**src/rtl/uart_rd_pkg.sv**
```systemverilog
// Shared types and constants for the toggle-handshake status-register read sequencer.
package uart_rd_pkg;

    typedef enum logic [2:0] {
        ST_IDLE     = 3'd0,
        ST_REQ      = 3'd1,
        ST_WAIT_ACK = 3'd2,
        ST_SETTLE   = 3'd3,
        ST_SEND     = 3'd4,
        ST_NEXT     = 3'd5
    } state_t;

    localparam logic [7:0]  ADDR_MIN_DEF   = 8'h80;
    localparam logic [7:0]  ADDR_MAX_DEF   = 8'he4;
    localparam logic [31:0] OOR_WORD       = 32'h0;
    localparam int unsigned BYTES_PER_WORD = 4;

    typedef struct packed {
        logic [7:0] addr;
        logic [7:0] cnt;
    } rd_cmd_t;

    // Byte lane for serialisation position idx, honouring the byte order.
    function automatic logic [7:0] word_byte(input logic [31:0] word, input logic [1:0] idx,
                                             input logic msb_first);
        logic [1:0] lane;
        lane = msb_first ? 2'(2'd3 - idx) : idx;
        case (lane)
            2'd0:    return word[7:0];
            2'd1:    return word[15:8];
            2'd2:    return word[23:16];
            default: return word[31:24];
        endcase
    endfunction

endpackage

```
**src/rtl/uart_rd_ack_sync.sv**
```systemverilog
// Two-flop level synchroniser for the asynchronous ack toggle.
module uart_rd_ack_sync (
    input  logic clk,
    input  logic rst_n,
    input  logic ack_async,
    output logic ack_s1,
    output logic ack_s
);

    always_ff @(posedge clk or negedge rst_n) begin
        if (!rst_n) begin
            ack_s1 <= 1'b0;
            ack_s  <= 1'b0;
        end else begin
            ack_s1 <= ack_async;
            ack_s  <= ack_s1;
        end
    end

endmodule

```
**src/rtl/uart_rd_ctrl.sv**
```systemverilog
// Requester-side read sequencer: issues toggle-handshake reads for a burst of
// status registers and streams each 32-bit word as 4 bytes to the UART TX.
module uart_rd_ctrl
    import uart_rd_pkg::*;
#(
    parameter int unsigned ACK_TIMEOUT = 1023,
    parameter int unsigned SETTLE_CYC  = 2,
    parameter logic [7:0]  ADDR_MIN    = ADDR_MIN_DEF,
    parameter logic [7:0]  ADDR_MAX    = ADDR_MAX_DEF,
    parameter bit          MSB_FIRST   = 1'b1
) (
    input  logic        core_clk,
    input  logic        core_rst_n,
    input  logic        cmd_valid,
    output logic        cmd_ready,
    input  logic [7:0]  cmd_addr,
    input  logic [7:0]  cmd_cnt,
    output logic        uart_read_req,
    output logic [7:0]  uart_read_addr,
    input  logic        uart_read_ack,
    input  logic [31:0] status_bus_lock,
    output logic [7:0]  tx_data,
    output logic        tx_valid,
    input  logic        tx_ready,
    output logic        busy,
    output logic        timeout_err
);

    localparam int unsigned TIMER_W  = (ACK_TIMEOUT > 2) ? $clog2(ACK_TIMEOUT) : 1;
    localparam int unsigned SETTLE_W = 4;

    state_t               state_q, state_n;
    rd_cmd_t              cmd_q, cmd_n;
    logic [31:0]          word_q, word_n;
    logic [1:0]           byte_idx_q, byte_idx_n;
    logic [TIMER_W-1:0]   timer_q, timer_n;
    logic [SETTLE_W-1:0]  settle_q, settle_n;
    logic                 req_q, req_n;
    logic [7:0]           raddr_q, raddr_n;
    logic [7:0]           tx_data_q, tx_data_n;
    logic                 tx_valid_q, tx_valid_n;
    logic                 busy_q, busy_n;
    logic                 timeout_q, timeout_n;
    logic                 ready_q, ready_n;
    logic                 ack_s1, ack_s;
    logic                 addr_ok;

    uart_rd_ack_sync u_ack_sync (
        .clk       (core_clk),
        .rst_n     (core_rst_n),
        .ack_async (uart_read_ack),
        .ack_s1    (ack_s1),
        .ack_s     (ack_s)
    );

    assign addr_ok = (cmd_q.addr >= ADDR_MIN) && (cmd_q.addr <= ADDR_MAX);

    // State register and all registered outputs.
    always_ff @(posedge core_clk or negedge core_rst_n) begin
        if (!core_rst_n) begin
            state_q    <= ST_IDLE;
            cmd_q      <= '0;
            word_q     <= '0;
            byte_idx_q <= '0;
            timer_q    <= '0;
            settle_q   <= '0;
            req_q      <= 1'b0;
            raddr_q    <= '0;
            tx_data_q  <= '0;
            tx_valid_q <= 1'b0;
            busy_q     <= 1'b0;
            timeout_q  <= 1'b0;
            ready_q    <= 1'b0;
        end else begin
            state_q    <= state_n;
            cmd_q      <= cmd_n;
            word_q     <= word_n;
            byte_idx_q <= byte_idx_n;
            timer_q    <= timer_n;
            settle_q   <= settle_n;
            req_q      <= req_n;
            raddr_q    <= raddr_n;
            tx_data_q  <= tx_data_n;
            tx_valid_q <= tx_valid_n;
            busy_q     <= busy_n;
            timeout_q  <= timeout_n;
            ready_q    <= ready_n;
        end
    end

    // Next-state and next-output logic.
    always_comb begin
        state_n    = state_q;
        cmd_n      = cmd_q;
        word_n     = word_q;
        byte_idx_n = byte_idx_q;
        timer_n    = timer_q;
        settle_n   = settle_q;
        req_n      = req_q;
        raddr_n    = raddr_q;
        tx_data_n  = tx_data_q;
        tx_valid_n = tx_valid_q;
        timeout_n  = 1'b0;

        case (state_q)
            ST_IDLE: begin
                if (cmd_valid && ready_q) begin
                    cmd_n.addr = cmd_addr;
                    cmd_n.cnt  = (cmd_cnt == 8'd0) ? 8'd1 : cmd_cnt;
                    state_n    = ST_REQ;
                end
            end
            ST_REQ: begin
                if (!addr_ok) begin
                    word_n     = OOR_WORD;
                    tx_data_n  = word_byte(OOR_WORD, 2'd0, MSB_FIRST);
                    tx_valid_n = 1'b1;
                    byte_idx_n = 2'd0;
                    state_n    = ST_SEND;
                end else if (ack_s == req_q) begin
                    raddr_n = cmd_q.addr;
                    req_n   = ~req_q;
                    timer_n = '0;
                    state_n = ST_WAIT_ACK;
                end
            end
            ST_WAIT_ACK: begin
                // Timer holds elapsed cycles minus one; the abort lands on the
                // edge ACK_TIMEOUT cycles after the req toggle.
                if (ack_s == req_q) begin
                    settle_n = '0;
                    state_n  = ST_SETTLE;
                end else if (timer_q == TIMER_W'(ACK_TIMEOUT - 1)) begin
                    timeout_n = 1'b1;
                    state_n   = ST_IDLE;
                end else begin
                    timer_n = timer_q + TIMER_W'(1);
                end
            end
            ST_SETTLE: begin
                if (settle_q == SETTLE_W'(SETTLE_CYC)) begin
                    word_n     = status_bus_lock;
                    tx_data_n  = word_byte(status_bus_lock, 2'd0, MSB_FIRST);
                    tx_valid_n = 1'b1;
                    byte_idx_n = 2'd0;
                    state_n    = ST_SEND;
                end else begin
                    settle_n = settle_q + SETTLE_W'(1);
                end
            end
            ST_SEND: begin
                if (tx_valid_q && tx_ready) begin
                    if (byte_idx_q == 2'(BYTES_PER_WORD - 1)) begin
                        tx_valid_n = 1'b0;
                        state_n    = ST_NEXT;
                    end else begin
                        byte_idx_n = byte_idx_q + 2'd1;
                        tx_data_n  = word_byte(word_q, byte_idx_q + 2'd1, MSB_FIRST);
                    end
                end
            end
            ST_NEXT: begin
                cmd_n.cnt = cmd_q.cnt - 8'd1;
                if (cmd_q.cnt == 8'd1) begin
                    state_n = ST_IDLE;
                end else begin
                    cmd_n.addr = cmd_q.addr + 8'd1;
                    state_n    = ST_REQ;
                end
            end
            default: state_n = ST_IDLE;
        endcase

        busy_n  = (state_n != ST_IDLE);
        // ack_s1 is next cycle's ack_s, so the registered ready tracks the level match exactly.
        ready_n = (state_n == ST_IDLE) && (ack_s1 == req_n);
    end

    assign cmd_ready      = ready_q;
    assign uart_read_req  = req_q;
    assign uart_read_addr = raddr_q;
    assign tx_data        = tx_data_q;
    assign tx_valid       = tx_valid_q;
    assign busy           = busy_q;
    assign timeout_err    = timeout_q;

endmodule

```
**config.mk**
```make
export PLATFORM = sky130hd
export DESIGN_NAME = uart_rd_ctrl
export DESIGN_NICKNAME = d
export VERILOG_FILES = /design/src/rtl/uart_rd_pkg.sv /design/src/rtl/uart_rd_ack_sync.sv /design/src/rtl/uart_rd_ctrl.sv
export SDC_FILE = /design/constraint.sdc
export NUM_CORES = 1
export LEC_CHECK = 0
export ABC_AREA = 1
export CORE_MARGIN = 1.5
export CORE_UTILIZATION = 35
export DETAILED_ROUTE_END_ITERATION = 8
export GPL_TIMING_DRIVEN = 0
export RECOVER_POWER = 100
export SKIP_LAST_GASP = 1
export SLEW_MARGIN = 5
export SYNTH_ARGS = -nofsm -noshare
export SYNTH_HDL_FRONTEND = slang
export SYNTH_HIERARCHICAL = 1
export SYNTH_SLANG_ARGS = --single-unit
```
**constraint.sdc**
```tcl
create_clock -name core_clk -period 2.05 [get_ports core_clk]
set_input_delay 0.3075 -clock core_clk [delete_from_list [all_inputs] [get_ports core_clk]]
set_output_delay 0.3075 -clock core_clk [all_outputs]
set_load 0.02 [all_outputs]
```
=== Yosys cells after proc, flatten, opt, wreduce, memory -nomap -nowiden ===
Index checks and enable logic that the tools add are counted.

* Flip-flop bits (word level): 90
* Input bits: 53
* Output and inout bits: 21
* Logic and storage cells: 120

* Add/subtract/negate cells: 6
* $lt $le $gt $ge: 2
* Equal/unequal tests: 26
* Mux-type cells: 47
* Bitwise operators: 1
* Reduce and logical (&&, ||, !) cells: 22

{| class="wikitable"
|+ Operators with widths
! operator !! count
|-
| $mux 32 || 2
|-
| $pmux 32 s2 || 1
|-
| $mux 8 || 6
|-
| $pmux 8 s3 || 2
|-
| $mux 10 || 4
|-
| $pmux 16 s2 || 1
|-
| $ne 2x2->1 const B || 13
|-
| $mux 3 || 8
|-
| $pmux 10 s2 || 1
|-
| $pmux 3 s6 || 1
|-
| $mux 16 || 1
|-
| $reduce_and 5->1 || 3
|-
| $reduce_and 3->1 || 4
|-
| $mux 1 || 11
|-
| $add 10x1->10 const B || 1
|-
| $eq 10x10->1 const B || 1
|-
| $add 8x1->8 const B || 1
|-
| $eq 8x1->1 const B || 1
|-
| $ge 8x8->1 const B || 1
|-
| $le 8x8->1 const B || 1
|-
| $logic_not 8->1 || 1
|-
| $mux 2 || 4
|-
| $mux 4 || 2
|-
| $pmux 4 s2 || 1
|-
| other kinds (20) || 32
|}

=== Longest topological paths before layout ===
Gate-level depths: netlist of the first run.

* Depth after elaboration: 7
* Mapped depth: 12
* Mapped depth without buffers: 12

=== Hierarchy ===
The synthesis of the first run kept the hierarchy.

{| class="wikitable"
|+ Modules (own cells, without submodules)
! module !! instances !! cells an instance !! area each (sq um) !! sequential area each (sq um)
|-
| uart_rd_ctrl || 1 || 592 || 4566.9 || 2202.1
|-
| uart_rd_ack_sync || 1 || 2 || 50.0 || 50.0
|}

=== Least setup slack after synthesis of the first run ===
No wires, ideal clock.

* Kind: reg2reg
* From: register cmd_q[8] (netlist bit)
* To: register word_q[24]
* Library setup time: 0.121 ns
* Arrival: 1.511 ns
* Data required time: 1.929 ns
* Slack: 0.418 ns
* Stages on the path, launching flop included: 12
* Path buffers: 2
* Period minus slack after synthesis: 1.632 ns
* Cell sequence: dfrtp_1 > inv_1 > ha_1 > nand2_1 > nand2_1 > nand2_1 > nand2_1 > nand3_2 > o21ai_1 > buf_4 > buf_2 > o21ai_1

* Longest elaborated chain between the ends: 4
* Elaborated cells between the ends (all ways): 5
* Those cells by class: order compare (2); eq/ne (1); reduce/logical (2)

{| class="wikitable"
|+ RTL lines
! element !! RTL line !! source
|-
| from (decl) || uart_rd_ctrl.sv:33 || <nowiki>rd_cmd_t cmd_q, cmd_n;</nowiki>
|-
| from (signal assigned) || uart_rd_ctrl.sv:76 || <nowiki>cmd_q <= cmd_n;</nowiki>
|-
| $ge 8x8->1 or $le 8x8->1 (tied branches) || uart_rd_ctrl.sv:56 || <nowiki>assign addr_ok = (cmd_q.addr >= ADDR_MIN) && (cmd_q.addr <= ADDR_MAX);</nowiki>
|-
| $logic_and 1x1->1 * || uart_rd_ctrl.sv:56 ||
|-
| $ne 2x2->1 (no source line) * || - ||
|-
| $reduce_and 3->1 (no source line) * || - ||
|-
| to (signal assigned) || uart_rd_ctrl.sv:77 || <nowiki>word_q <= word_n;</nowiki>
|-
| to (decl) || uart_rd_ctrl.sv:34 || <nowiki>logic [31:0] word_q, word_n;</nowiki>
|}

Mark *: on every way between the ends. The rest lies on a longest branch, timed or not.
A chain may end at the register's enable or synchronous reset.

=== Final worst setup path of the first run ===
* From: register cmd_q[8] (netlist bit)
* To: register word_q[16]

Same word-level chain as after synthesis.

==> out/qor.yml, run 1 <==
setup_path:
  cp.depth: 11
  ff2ff_path_depth: 11
  crit_path_top_delay_cell: "dfrtp_1"
  r2r_slack_ns: 0.17
  crit_chain: "inv_1 > ha_1 > nand2_1 > nand2_1 > nand2_1 > nand2_2 > nand3_2 > o21ai_2 > buf_4 > buf_2 > o21ai_0"
  endpoint_kind: "register"
  critical_path.max_stage_delay_ns: 0.41
  worst-setup-path-type: "register to register"
  crit_required_ns: 2.27
  cp_data_arrival_time_ns: 2.10
  crit_top_cell: "nand2_1"
  path_buf_inv: 3
  crit_family: "buffers and inverters"
  crit_path_start_kind: "register"
  cp_max_fo: 10
floorplan:
  io-pin-count: 74
  die-height_um: 117.9
  dieArea_um2: 13890
  die_w_um: 117.9
  core_um2: 12720
  start_util: 0.3629
  fp-row-count: 41
run:
  maxCapViolCount: 0
sta:
  fin_skew_ns: 0.005347
  slew_headroom: 0.4915
  hold_viol: 0
  fmax_mhz: 531.1
  rsz0062_at_grt: "no"
  worst_slew_pin_slew_ns: 0.7628
  fin_crit_sh: 0.9185
  tns_ns: 0
  setup_violations: 0
  slew_violations: 0
  holdWs_ns: 0.4062
  period_minus_slack_ns: 1.883
synthesis:
  netlist_area_um2: 4617
  synth.distinct_cells: 31
  synth_seq_cells: 90
  synth_cells: 594
  yosysSeqAreaShare: 0.4878
  yosysWarnings: 6
  avgSynthCellArea_um2: 7.773
  syn-num-nets: 659
clocking:
  cts_made_buffers: 9
  cts-root-buf: "clkbuf_16"
  h-tree-depth: 3
  cts_tree: "yes"
  clk_latency_ns: 0.34
  clk_pin_slew_ns: 0.07
  cts.path.max_buffers: 2
  cts.sinks: 90
routing:
  antenna_left: 0
  wl_met3_um: 519
  wl_met2_um: 5283
  post-route-drc-count: 0
  topRoutingLayerUsed: "met4"
  wl_met1_um: 5320
  wl_um: 11300
  wl_per_cell_um: 13.13
  vias_per_cell: 4.761
  first_pass_iters: 4
  drtIter0Drc: 240
  via_count: 4099
global_route:
  grtUsageTotal: 0.1701
  grt_pass1_vias: 4062
  grt_overflow: 0
  antenna_found_initial: 1
  grt_pass1_wl_um: 19240
  grt_max_degree: 62
hold_path:
  hold_path_depth: 0
  hold_class: "register to register"
power:
  leakagePower_nw: 2.767
  powerDensity_nw_per_um2: 1200
  p_total_mw: 7.088
  irDropWorstVdd_uv: 664.2
cells_and_area:
  layout.nets: 749
  area_growth_syn_to_layout_pct: 27.89
  final_area_um2: 5904
  drive_gt1_frac: 0.06395
placed_design:
  routabilityCongestion: 0.8310
  hpwl_um: 8458
  io_buffers: 73
  post_dp_cell_area_um2: 5588
outcome:
  status: "complete, no violations"
-- area by class of cell --
class                   count  area [um2]
clock buffers              10       229.0
flip-flops and latches     90        2252
inverters                  53       198.9
well taps                 172       215.2
plain buffers              22       117.6
fillers                  1339        6818
multi-input cells         429        2047
repair buffers             79       777.0
diodes                      1       2.502
clock inverters             5       65.06
-- flip-flops by register name (all words and copies together), names as in the netlist --
signal and flops:
tx_valid 1, timer_q 10, state_q 3, timeout_err 1
tx_data 8, byte_idx_q 2, busy 1, u_ack_sync/ack_s1 1
settle_q 4, cmd_q 16, uart_read_req 1, cmd_ready 1
uart_read_addr 8, u_ack_sync/ack_s 1, word_q 32
-- logic make-up (layout without fill, tap and decap cells) --
group,Yosys count,count (layout),synth area share
xor+xnor,13,13,0.02466
buf+inv,75,169,0.06775
fa+ha+maj,12,12,0.03252
compound gates,102,102,0.1152
simple gates,302,302,0.2721
flops,90,90,0.4878
other cells,0,1,0
-- worst reg2reg max path: cells and delay by family, from the launching register on --
kind | cells | cell delay (ns)
adder cells (fa/ha/maj) | 1 | 0.17
AND/OR/NAND/NOR | 5 | 0.46
AO/OA/AOI/OAI | 2 | 0.21
buffers and inverters | 3 | 0.53
flip-flops | 1 | 0.41
-- placed cells by master, fill, tap and decap left out, drive strengths merged, types with 6 or more instances in the layout --
cell type	instances
nand2	212
dfrtp	90
o21ai	77
inv	54
clkdlybuf4s50	50
nor2	42
nand3	29
clkbuf	24
dlygate4sd3	23
a21oi	14
buf	14
ha	12
xor2	11
nand4	10
nor3	6
-- worst paths after layout --
kind | startpoint | end
max | cmd_q[8] | word_q[16]
min | u_ack_sync/ack_s1 | u_ack_sync/ack_s
max reg2reg | cmd_q[8] | word_q[16]
min reg2reg | u_ack_sync/ack_s1 | u_ack_sync/ack_s
max in group asynchronous | core_rst_n | word_q[23]
min in group asynchronous | core_rst_n | cmd_q[0]
-- per-layer routing --
layer  vias up  global-route usage
li1       2096                   -
met2        75              0.2738
met4         0             0.06479
met5         -                   0
met1      1917              0.2319
met3        11             0.02568
-- power breakdown --
group          leakage, nW  internal (mW)  switching (mW)
registers             1.19           2.31           0.386
clock network        0.137          0.949           0.696
logic                 1.44           1.01            1.74
-- stage by stage --
step                      std cells  utilization  setup slack (ns)
final                           861       0.4641            0.1670
after global routing            860       0.4639           0.01452
after CTS                       856       0.4631           0.03393
after detailed placement        840       0.4392           0.04919
after global placement          839       0.4373            -2.764
after floorplan                 594            -            0.4182
-- cell usage after synthesis, drive strengths merged --
cell type,count,area (um2)
dfrtp,90,2252
xor2,11,96.34
nand3,29,155.2
nor3,6,41.29
inv,53,198.9
xnor2,2,17.52
nor4,1,6.260
a21oi,14,70.07
a22oi,1,7.510
a211oi,1,7.510
o21a,1,7.510
o211ai,1,7.510
nand4,10,62.56
clkbuf,9,33.78
o22ai,2,12.51
nand2,212,800.8
ha,12,150.1
a31oi,4,25.02
buf,13,80.07
nand3b,2,15.01
o221ai,1,8.760
o21ai,77,385.4
nor2,42,175.2
-- what timing repair did --
| action | CTS | global route |
|---|---|---|
| setup buffers | 0 | 4 |
| endpoints found under the hold margin | 29 | 0 |
| gates resized for setup | 0 | 5 |
| endpoints found under the setup margin | 0 | 41 |
| hold buffers | 1 | 0 |
Power figures use the tool's default switching activity.
==> run 2: changes to the inputs <==
CORE_MARGIN = 4   (was 1.5)
MAX_ROUTING_LAYER = met4   (was unset)
==> run 2 against run 1 <==
Against the previous run: worst hold slack worse by 0.17 ns; critical path depth grew 1; non-clock buffer count shrank 1; clock power grew 7%; register-to-register slack gained 0.03 ns; critical endpoint is now word_q[29]; largest cell class unchanged; highest routed layer unchanged.
==> out/qor.yml, run 2 (synthesized netlist as in run 1, its figures left out) <==
cells_and_area:
  final_common_cell: "nand2_1"
  regMostFlops: "word_q"
  fill_cells: 1292  # -3.5%
  antennaDiodeCount: 0  # -1
  reg.largest.list: "word_q: 32 flops, cmd_q: 16 flops, timer_q: 10 flops"
  stdcell_count: 858  # -0.35%
  ff_latch_area_um2: 2252  # unchanged
  drive_gt1_frac: 0.06414  # +0.0001865
  layout.nets: 748  # -0.13%
  largest_reg_flops: 32  # unchanged
  final_cell_mix: "nand2_1 (209), dfrtp_1 (90), inv_1 (51)"
  multi_input_area_um2: 2048  # about the same
  area_growth_syn_to_layout_pct: 27.91  # about the same
clocking:
  hold_buffers: 0  # -1
  h-tree-depth: 3  # unchanged
  cts-root-buf: "clkbuf_16"
  cts_made_buffers: 9  # unchanged
  clk_pin_slew_ns: 0.06  # about the same
  cts_tree: "yes"
  clk_latency_ns: 0.34  # about the same
  cts.path.max_buffers: 2  # unchanged
  cts.sinks: 90  # unchanged
setup_path:
  r2r_start: "cmd_q[8]"
  crit_end: "word_q[29]"
  cp_data_arrival_time_ns: 2.12  # +0.02 ns
  r2r-end: "word_q[29]"
  cp_max_fo: 10  # unchanged
  crit_required_ns: 2.32  # +0.05 ns
  crit_start: "cmd_q[8]"
  crit_path_start_kind: "register"
  worst-setup-path-type: "register to register"
  r2r_slack_ns: 0.20  # +0.03 ns
  endpoint_kind: "register"
  ff2ff_path_depth: 12  # +1
sta:
  slew_violations: 0  # unchanged
  slew_headroom: 0.1373  # -0.3541
  fin_skew_ns: 0.007113  # +0.001767 ns
  fin_crit_sh: 0.9032  # -0.01537
  rsz0062_at_grt: "no"
  holdWs_ns: 0.2397  # -0.1665 ns
  worst_slew_pin_slew_ns: 1.294  # +0.5312 ns
  hold_viol: 0  # unchanged
  setup_slack_ns: 0.1985  # +0.03150 ns
  setup_violations: 0  # unchanged
  fmax_mhz: 540.1  # +1.7%
  tns_ns: 0  # unchanged
  period_minus_slack_ns: 1.851  # -0.03150 ns
placed_design:
  routabilityCongestion: 0.8566  # +3.1%
  post-place-cells: 840  # unchanged
  hpwl_um: 8829  # +4.4%
  pre_cts_slack_ns: 0.05900  # +0.009812 ns
  io_buffers: 73  # unchanged
global_route:
  grt_pass1_wl_um: 19930  # +3.6%
  antenna_found_initial: 0  # -1
  grtUsageTotal: 0.1728  # +0.002622
  grt_overflow: 0  # unchanged
  grt_pass1_vias: 4090  # +0.69%
  grt_max_degree: 52  # -16%
power:
  irDropWorstVdd_uv: 565.6  # -15%
  leakagePower_nw: 2.774  # +0.26%
  powerDensity_nw_per_um2: 1218  # +1.5%
outcome:
  status: "complete, no violations"
run:
  maxCapViolCount: 0  # unchanged
floorplan:
  die-height_um: 122.9  # +4.2%
  start_util: 0.3614  # -0.001457
  io-pin-count: 74  # unchanged
  core_um2: 12770  # +0.40%
  fp-row-count: 41  # unchanged
  die_w_um: 122.9  # +4.2%
  dieArea_um2: 15090  # +8.7%
routing:
  vias_per_cell: 4.794  # +0.69%
  wl_um: 11860  # +4.9%
  first_pass_iters: 5  # +1
  drtIter0Drc: 264  # +10%
  antenna_left: 0  # unchanged
  post-route-drc-count: 0  # unchanged
  via_count: 4113  # +0.34%
  wl_per_cell_um: 13.82  # +5.3%
hold_path:
  hold_class: "primary input to async pin"
[run 2: cell types whose count changed in the layout (fill, tap and decap cells not counted), moves of 2 or more]
cell	before	now
nand2_2	1	3
buf_4	9	11
nand2_1	211	209
buf_2	4	2
clkinvlp_4	2	0
[run 2: what timing repair did]
| action | 4_1_cts | 5_1_grt |
|---|---|---|
| endpoints found under the setup margin | 0 | 42 |
| resized for setup | 0 | 8 |
| buffers inserted | 0 | 4 |
[run 2: stage by stage]
stage | util | area (um2) | power, mW
final | 0.4623 | 5906 | 7.193
after global routing | 0.4623 | 5906 | 7.743
after CTS | 0.4610 | 5888 | 7.342
after detailed placement | 0.4369 | 5580 | 5.551
after global placement | 0.4355 | 5563 | 5.464
after floorplan | - | 4617 | 4.488
[run 2: how the worst min path moves through the flow]
stage,start,depth (start not counted),endpoint,slack [ns]
floorplan,core_rst_n,0,busy,0.01
global placement,u_ack_sync/ack_s1,0,u_ack_sync/ack_s,0.39
CTS,core_rst_n,1,cmd_q[0],0.02
detailed placement,core_rst_n,1,cmd_q[0],0.39
finish,core_rst_n,1,cmd_q[0],0.24
global route,core_rst_n,1,cmd_q[0],0.36
[run 2: where the power goes]
part           internal (mW)  switching, mW
clock                   1.09          0.672
combinational          0.999           1.73
sequential              2.31          0.390
[run 2: cell type report]
class                      instances  area share
sequential                        90      0.3814
multi-input combinational        429      0.3468
timing repair buffer              78      0.1292
clock buffer                      11     0.04110
tap                              172     0.03644
inverter                          53     0.03369
buffer                            22     0.02034
clock inverter                     3     0.01102
[run 2: worst max-delay path: stages (launching register included)]
cell and delay [ns]:
dfrtp_1 0.41, inv_1 0.11, ha_1 0.17, nand2_1 0.05, nand2_1 0.05, nand2_1 0.07
nand2_2 0.13, nand3_2 0.13, o21ai_1 0.14, buf_4 0.18, buf_4 0.18, nand2_1 0.08
o21ai_1 0.08
[run 2: layer usage]
| metal | vias to the layer above | GRT usage | wire length (um) |
|---|---|---|---|
| met5 | - | - | 0 |
| met2 | 86 | 0.2545 | 5649 |
| li1 | 2078 | - | - |
| met1 | 1936 | 0.2386 | 5580 |
| met4 | 0 | 0.07488 | 226 |
| met3 | 13 | 0.02350 | 403 |
